`config.mk`:
```
export PLATFORM = sky130hd
export DESIGN_NAME = io_port_bank
export DESIGN_NICKNAME = d
export VERILOG_FILES = /design/src/rtl/io_port_bank.sv
export SDC_FILE = /design/constraint.sdc
export NUM_CORES = 1
export LEC_CHECK = 0
export BUFFER_PORTS_ARGS = -buffer_cell sky130_fd_sc_hd__buf_2
export CAP_MARGIN = 20
export CORE_UTILIZATION = 54
export DETAILED_ROUTE_END_ITERATION = 10
export PLACE_DENSITY = 0.88
export SKIP_LAST_GASP = 1
export SLEW_MARGIN = 20
export SYNTH_ARGS = -nofsm -noshare
export SYNTH_HDL_FRONTEND = slang
export SYNTH_SLANG_ARGS = --single-unit
```
`constraint.sdc`:
```
create_clock -name clk -period 48.3 [get_ports clk]
set_input_delay 9.66 -clock clk [delete_from_list [all_inputs] [get_ports clk]]
set_output_delay 9.66 -clock clk [all_outputs]
set_load 0.02 [all_outputs]
```
`src/rtl/io_port_bank.sv`:
```
// Memory-mapped bank of NUM_PORTS synchronised inputs / registered outputs with change-detect IRQ.
// Optional PORT_BANK_STROBE_EN adds a one-cycle out_strobe per port after each region-0 write.
module io_port_bank #(
  parameter int unsigned       NUM_PORTS     = 16,
  parameter int unsigned       DATA_W        = 8,
  parameter int unsigned       SYNC_STAGES   = 2,
  parameter logic [DATA_W-1:0] OUT_RESET_VAL = '0
) (
  input  logic                        clk,
  input  logic                        reset,
  input  logic [5:0]                  addr,
  input  logic                        wr_en,
  input  logic                        rd_en,
  input  logic [DATA_W-1:0]           wdata,
  output logic [DATA_W-1:0]           rdata,
  output logic                        rvalid,
  input  logic [NUM_PORTS*DATA_W-1:0] port_in,
  output logic [NUM_PORTS*DATA_W-1:0] port_out,
  output logic                        irq
`ifdef PORT_BANK_STROBE_EN
  ,
  output logic [NUM_PORTS-1:0]        out_strobe
`endif
);

  localparam int unsigned        CW       = $clog2(SYNC_STAGES + 2);
  localparam logic [CW-1:0]      WARM_MAX = CW'(SYNC_STAGES + 1);

  logic [1:0] region;
  logic [3:0] idx;

  logic [NUM_PORTS-1:0][DATA_W-1:0] sync_q [SYNC_STAGES];
  logic [NUM_PORTS-1:0][DATA_W-1:0] sync_w;
  logic [NUM_PORTS-1:0][DATA_W-1:0] prev_q;
  logic [NUM_PORTS-1:0][DATA_W-1:0] pout_q, pout_d;
  logic [NUM_PORTS-1:0]             flag_q, flag_d;
  logic [NUM_PORTS-1:0]             mask_q, mask_d;
  logic [CW-1:0]                    cnt_q, cnt_d;
  logic                             warm_done;
  logic [DATA_W-1:0]                rd_val;
  logic [DATA_W-1:0]                rdata_q;
  logic                             rvalid_q;
  logic                             irq_q;
`ifdef PORT_BANK_STROBE_EN
  logic [NUM_PORTS-1:0]             strobe_q, strobe_d;
`endif

  assign region    = addr[5:4];
  assign idx       = addr[3:0];
  assign sync_w    = sync_q[SYNC_STAGES-1];
  assign warm_done = (cnt_q == WARM_MAX);
  assign cnt_d     = warm_done ? cnt_q : cnt_q + CW'(1);

  // Indices beyond NUM_PORTS match no loop iteration, so reads give 0 and writes drop.
  always_comb begin
    rd_val = '0;
    for (int unsigned i = 0; i < NUM_PORTS; i++) begin
      if (32'(idx) == i) begin
        case (region)
          2'd0:    rd_val = sync_w[i];
          2'd1:    rd_val = pout_q[i];
          2'd2:    rd_val = DATA_W'(flag_q[i]);
          default: rd_val = DATA_W'(mask_q[i]);
        endcase
      end
    end
  end

  always_comb begin
    pout_d = pout_q;
    flag_d = flag_q;
    mask_d = mask_q;
`ifdef PORT_BANK_STROBE_EN
    strobe_d = '0;
`endif
    for (int unsigned i = 0; i < NUM_PORTS; i++) begin
      if (wr_en && (32'(idx) == i)) begin
        case (region)
          2'd0: begin
            pout_d[i] = wdata;
`ifdef PORT_BANK_STROBE_EN
            strobe_d[i] = 1'b1;
`endif
          end
          2'd2:    if (wdata[0]) flag_d[i] = 1'b0;
          2'd3:    mask_d[i] = wdata[0];
          default: ;
        endcase
      end
      // Set is applied after the W1C so a coincident change keeps the flag.
      if (warm_done && (sync_w[i] != prev_q[i])) flag_d[i] = 1'b1;
    end
  end

  always_ff @(posedge clk or posedge reset) begin
    if (reset) begin
      for (int unsigned s = 0; s < SYNC_STAGES; s++) sync_q[s] <= '0;
      prev_q   <= '0;
      pout_q   <= {NUM_PORTS{OUT_RESET_VAL}};
      flag_q   <= '0;
      mask_q   <= '0;
      cnt_q    <= '0;
      rdata_q  <= '0;
      rvalid_q <= 1'b0;
      irq_q    <= 1'b0;
`ifdef PORT_BANK_STROBE_EN
      strobe_q <= '0;
`endif
    end else begin
      sync_q[0] <= port_in;
      for (int unsigned s = 1; s < SYNC_STAGES; s++) sync_q[s] <= sync_q[s-1];
      prev_q   <= sync_w;
      pout_q   <= pout_d;
      flag_q   <= flag_d;
      mask_q   <= mask_d;
      cnt_q    <= cnt_d;
      rvalid_q <= rd_en;
      if (rd_en) rdata_q <= rd_val;
      irq_q    <= |(flag_q & mask_q);
`ifdef PORT_BANK_STROBE_EN
      strobe_q <= strobe_d;
`endif
    end
  end

  assign port_out = pout_q;
  assign rdata    = rdata_q;
  assign rvalid   = rvalid_q;
  assign irq      = irq_q;
`ifdef PORT_BANK_STROBE_EN
  assign out_strobe = strobe_q;
`endif

endmodule

```
# Yosys cells after proc, flatten, opt, wreduce, memory -nomap -nowiden
# Cells that the tools add are included.
# totals
regBits,556
input_bits,146
output_inout_bits,138
elab_cells,334
# op_classes
n_addsub,1
n_eq_ne,35
muxes,66
bitwise,1
reduce_logical,131
# op_table
operator,count
$pmux 8 s3,16
$mux 8,16
$ne 8x8->1,16
$reduce_bool 2->1,48
$reduce_and 2->1,32
$reduce_and 3->1,16
$mux 1,34
$eq 4x4->1 const B,8
$logic_and 1x1->1,32
$and 16x16->16,1
$eq 4x3->1 const B,4
$reduce_or 16->1,1
$eq 4x2->1 const B,2
$eq 2x2->1 const B,3
$eq 4x1->1 const B,1
$logic_not 4->1,1
$add 2x1->2 const B,1
$eq 2x1->1 const B,1
$logic_not 2->1,1

# Depth between registers and ports, before layout
# logic_depth
depth_word,18
mapped_depth,9
mapped_depth_nobuf,5

# Worst setup path after synthesis
# OpenSTA, ideal clock, no wires.
# synth_path
kind,input port to flip-flop
startpoint,input addr[5]
endpoint,register rdata_q[0] (netlist: rdata[0])
setup_time_ns,0.126
t_arrival_ns,11.070
required_ns,48.174
slack_ns,37.104
path_stages,7
path_buffers,3
path_cell_list,buf_4 buf_2 buf_2 mux4_2 a32oi_1 nand4_1 o32a_1
# synth_via
elab_chain_len,18
word_cells_on_any_way,35
classes_between,2 x eq/ne; 32 x mux; 1 x reduce/logical
# synth_rtl
element,line,source
"start, declared",11,"input logic [5:0] addr,"
$eq 2x2->1 (tied with other cells),59,case (region)
$pmux 8 s3,59,
$mux 8 (15 in a row),58,if (32'(idx) == i) begin
$mux 8 *,58,
"end signal, assigned",118,if (rd_en) rdata_q <= rd_val;
"end, declared",41,logic [DATA_W-1:0] rdata_q;
# Mark *: on every way between the ends. The rest lies on a longest branch, timed or not.
# A chain may end at the register's enable or synchronous reset.

# Worst setup path in the final report
# layout_path
startpoint,input addr[4]
endpoint,register pout_q (netlist bit port_out[28])
# layout_via
elab_chain_len,2
# layout_rtl
element,line,source
$logic_not 2->1,78,case (region)
$reduce_and 2->1 (no line),-,
"end signal, assigned",99,pout_q <= {NUM_PORTS{OUT_RESET_VAL}};
"end signal, assigned",113,pout_q <= pout_d;
"end, declared",35,"logic [NUM_PORTS-1:0][DATA_W-1:0] pout_q, pout_d;"
# No other way between the ends.

==> results.toml <==
[die]
start_util_pct = 55.2
die_y_um = 199
rows = 71
io_pins = 284
dieArea_mm2 = 0.0395
coreArea_mm2 = 0.0378
fp.dieW_um = 199

[final_layout]
fill_cells = 2721
nets = 1810
fin_cells = 2215
final_core_util_pct = 64.4
area_growth_pct = 16.7
drive_gt1_share_pct = 33.6
final_area_mm2 = 0.0244

[clocking]
holdBufCountCts = 0
clk_latency_ns = 0.61
numCtsBuffers = 53
cts_max_path_buffers = 3
cts_resized = 0
cts_root_buf = "clkbuf_16"
cts_sinks = 556
cts_setup_buffers = 0
cts_tree = "built"
htree_levels = 2
clk_pin_slew_ns = 0.07

[run]
max_cap_violations = 0

[sta]
rsz0062_at_grt = "no"
final-setup-viol-count = 0
drv_slew = 0
hold_ws_ns = 0.345
period_share_pct = 25.3
setup_ws_ns = 36.08
final.min_clock_period_ns = 12.22
clock_skew_ns = 0.0212
worstMarginPinSlew_ns = 1.15
max_slew_margin_pct = 22.8
finalSetupTns_ns = 0
hold_viol_final = 0
fmax_mhz = 81.9

[power_and_ir_drop]
p_leak_nw = 11.1
p_switching_uw = 281
intPower_uw = 789
power_mw = 1.07
p_clk_share_pct = 38.9
p_sw_share_pct = 26.2
pwr-share-seq_pct = 49.5
ir_drop_v = 0.0000341
powerDensity_mw_per_mm2 = 43.9
combinationalPowerShare_pct = 11.5

[synth]
ys.warnings.count = 0
avgSynthCellArea_um2 = 15.1
synth_cells = 1380
synth_ff_type = "dfrtp_1"
synth_top_cell_by_area = "dfrtp_1"
synth_seq_area_share_pct = 66.6
ys_seq_elements = 556
mappedNetlistArea_mm2 = 0.0209
ys_types = 77
synth-edff-count = 0
synth_nets = 1527
synth-async-reset-ratio_pct = 100
synth.area.top_cells = "dfrtp_1, mux2_2, xnor2_1"
synth_most_common_cell = "dfrtp_1"
synth_top_area_share_pct = 66.6
synthTopCellsByCount = "dfrtp_1, mux2_2, xnor2_1, mux2i_1, o21ai_0"

[routing]
drc = 0
final_antenna_net_count = 0
routed_via_density = 5.94
vias = 13200
drt_pass1_iterations = 6
drt-initial-drc-count = 1367
post_drt_wl_per_cell_um = 26.5
wl_um = 58700

[worst_setup_path]
startpoint_type = "input port"
crit_fanout = 61
reg2reg_from = "sync_q[4]"
cp.required_ns = 48.79
critPathLaunch = "addr[4]"
cp.arrival_ns = 12.70
end_kind = "register"
critPathKind = "in2reg"

[status]
status = "finished clean"

[worst_hold_path]
hp-class = "reg2reg"
hold_start = "sync_q[223]"

[global_route]
grt_pass1_vias = 13700
grt_overflow = 0
antenna_found_initial = 3
grt_first_pass_wirelength_um = 87700
globalRouteTotalUtil_pct = 30.7
grt_max_degree = 189

[place]
pre_cts_slack_ns = 35.61
port_buffers = 283
dp_hpwl_um = 39900
dpl_cell_area_mm2 = 0.0226
gp_congestion = 0.988
dp_cells = 2119
[metal layers]
layer  routed length, um  global-route usage [%]  part of all wire [%]  vias up
li1                    -                       -                     -     5508
met1               23700                    42.0                    40     6822
met2               27600                    47.2                    47      697
met3                5630                    8.29                   9.6      131
met4                1750                    11.4                   3.0        0
met5                   0                       0                     0        -
[cell type report]
type                    instances  area [um2]  share of cell area, %
flip-flops and latches        556       13900                   57.1
clock buffers                  73        1480                   6.08
well taps                     511         639                   2.62
clock inverters                20         254                   1.04
diodes                          3        7.51                 0.0308
multi-input cells             756        6550                   26.9
inverters                       5        26.3                  0.108
repair buffers                291        1500                   6.15
[cells by family (layout without fill, tap and decap cells)]
family                     Yosys count  after routing  share of synthesized area, %
other                                0              3                             0
and+or+nand+nor                    213            213                          5.83
AOI/OAI and AO/OA                  163            163                          5.21
xor gates and xnor gates           129            129                          5.41
DFF                                556            556                          66.6
buffers and inverters               68            389                          2.09
adders and majority gates            1              1                        0.0599
muxes                              250            250                          14.8
[state kept, by name, indices dropped and copies added (netlist names)]
signal    cells
cnt_q         2
flag_q       16
irq           1
mask_q       16
port_out    128
prev_q      128
rdata         8
rvalid        1
sync_q      256
[cell usage in the layout (no fill, tap or decap), types with 8 or more instances in the layout]
cell       Yosys  layout
xnor2_1      129     129
nand4_1       42      42
nand2_1       55      55
mux4_2        30      30
clkbuf_1      22      12
clkbuf_8       0       8
clkbuf_16      0      53
a21oi_1       18      18
o22ai_1        8       8
nor3_1        12      12
mux2i_1       67      67
nor2b_1       11      10
mux2_1         9       9
mux2_2       143     143
nand3_1       24      24
dfrtp_1      556     556
o21ai_0       60      60
nor2_1        22      22
buf_2         19     282
[final timing paths]
kind,endpoint,slack (ns),depth (start not counted)
min,sync_q[95],0.35,0
max in group asynchronous,sync_q[101],36.80,4
min reg2reg,sync_q[95],0.35,0
max reg2reg,rdata[4],46.31,4
min in group asynchronous,sync_q[138],9.24,2
max,port_out[28],36.08,6
[power by group through the flow]
stage / logic (mW) / clock network [mW] / registers, mW
6_report: 0.123 / 0.416 / 0.530
5_1_grt: 0.132 / 0.441 / 0.533
4_1_cts: 0.123 / 0.422 / 0.529
3_5_place_dp: 0.122 / 0 / 0.537
3_3_place_gp: 0.119 / 0 / 0.535
2_1_floorplan: 0.0597 / 0 / 0.544
[critical path, cell delays in order]
cell and delay [ns]:
buf_6 0.51, buf_4 0.84, nor2_1 0.11, and2_1 0.50
nand2_1 0.48, mux2_2 0.42
(Power assumes the default switching activity.)
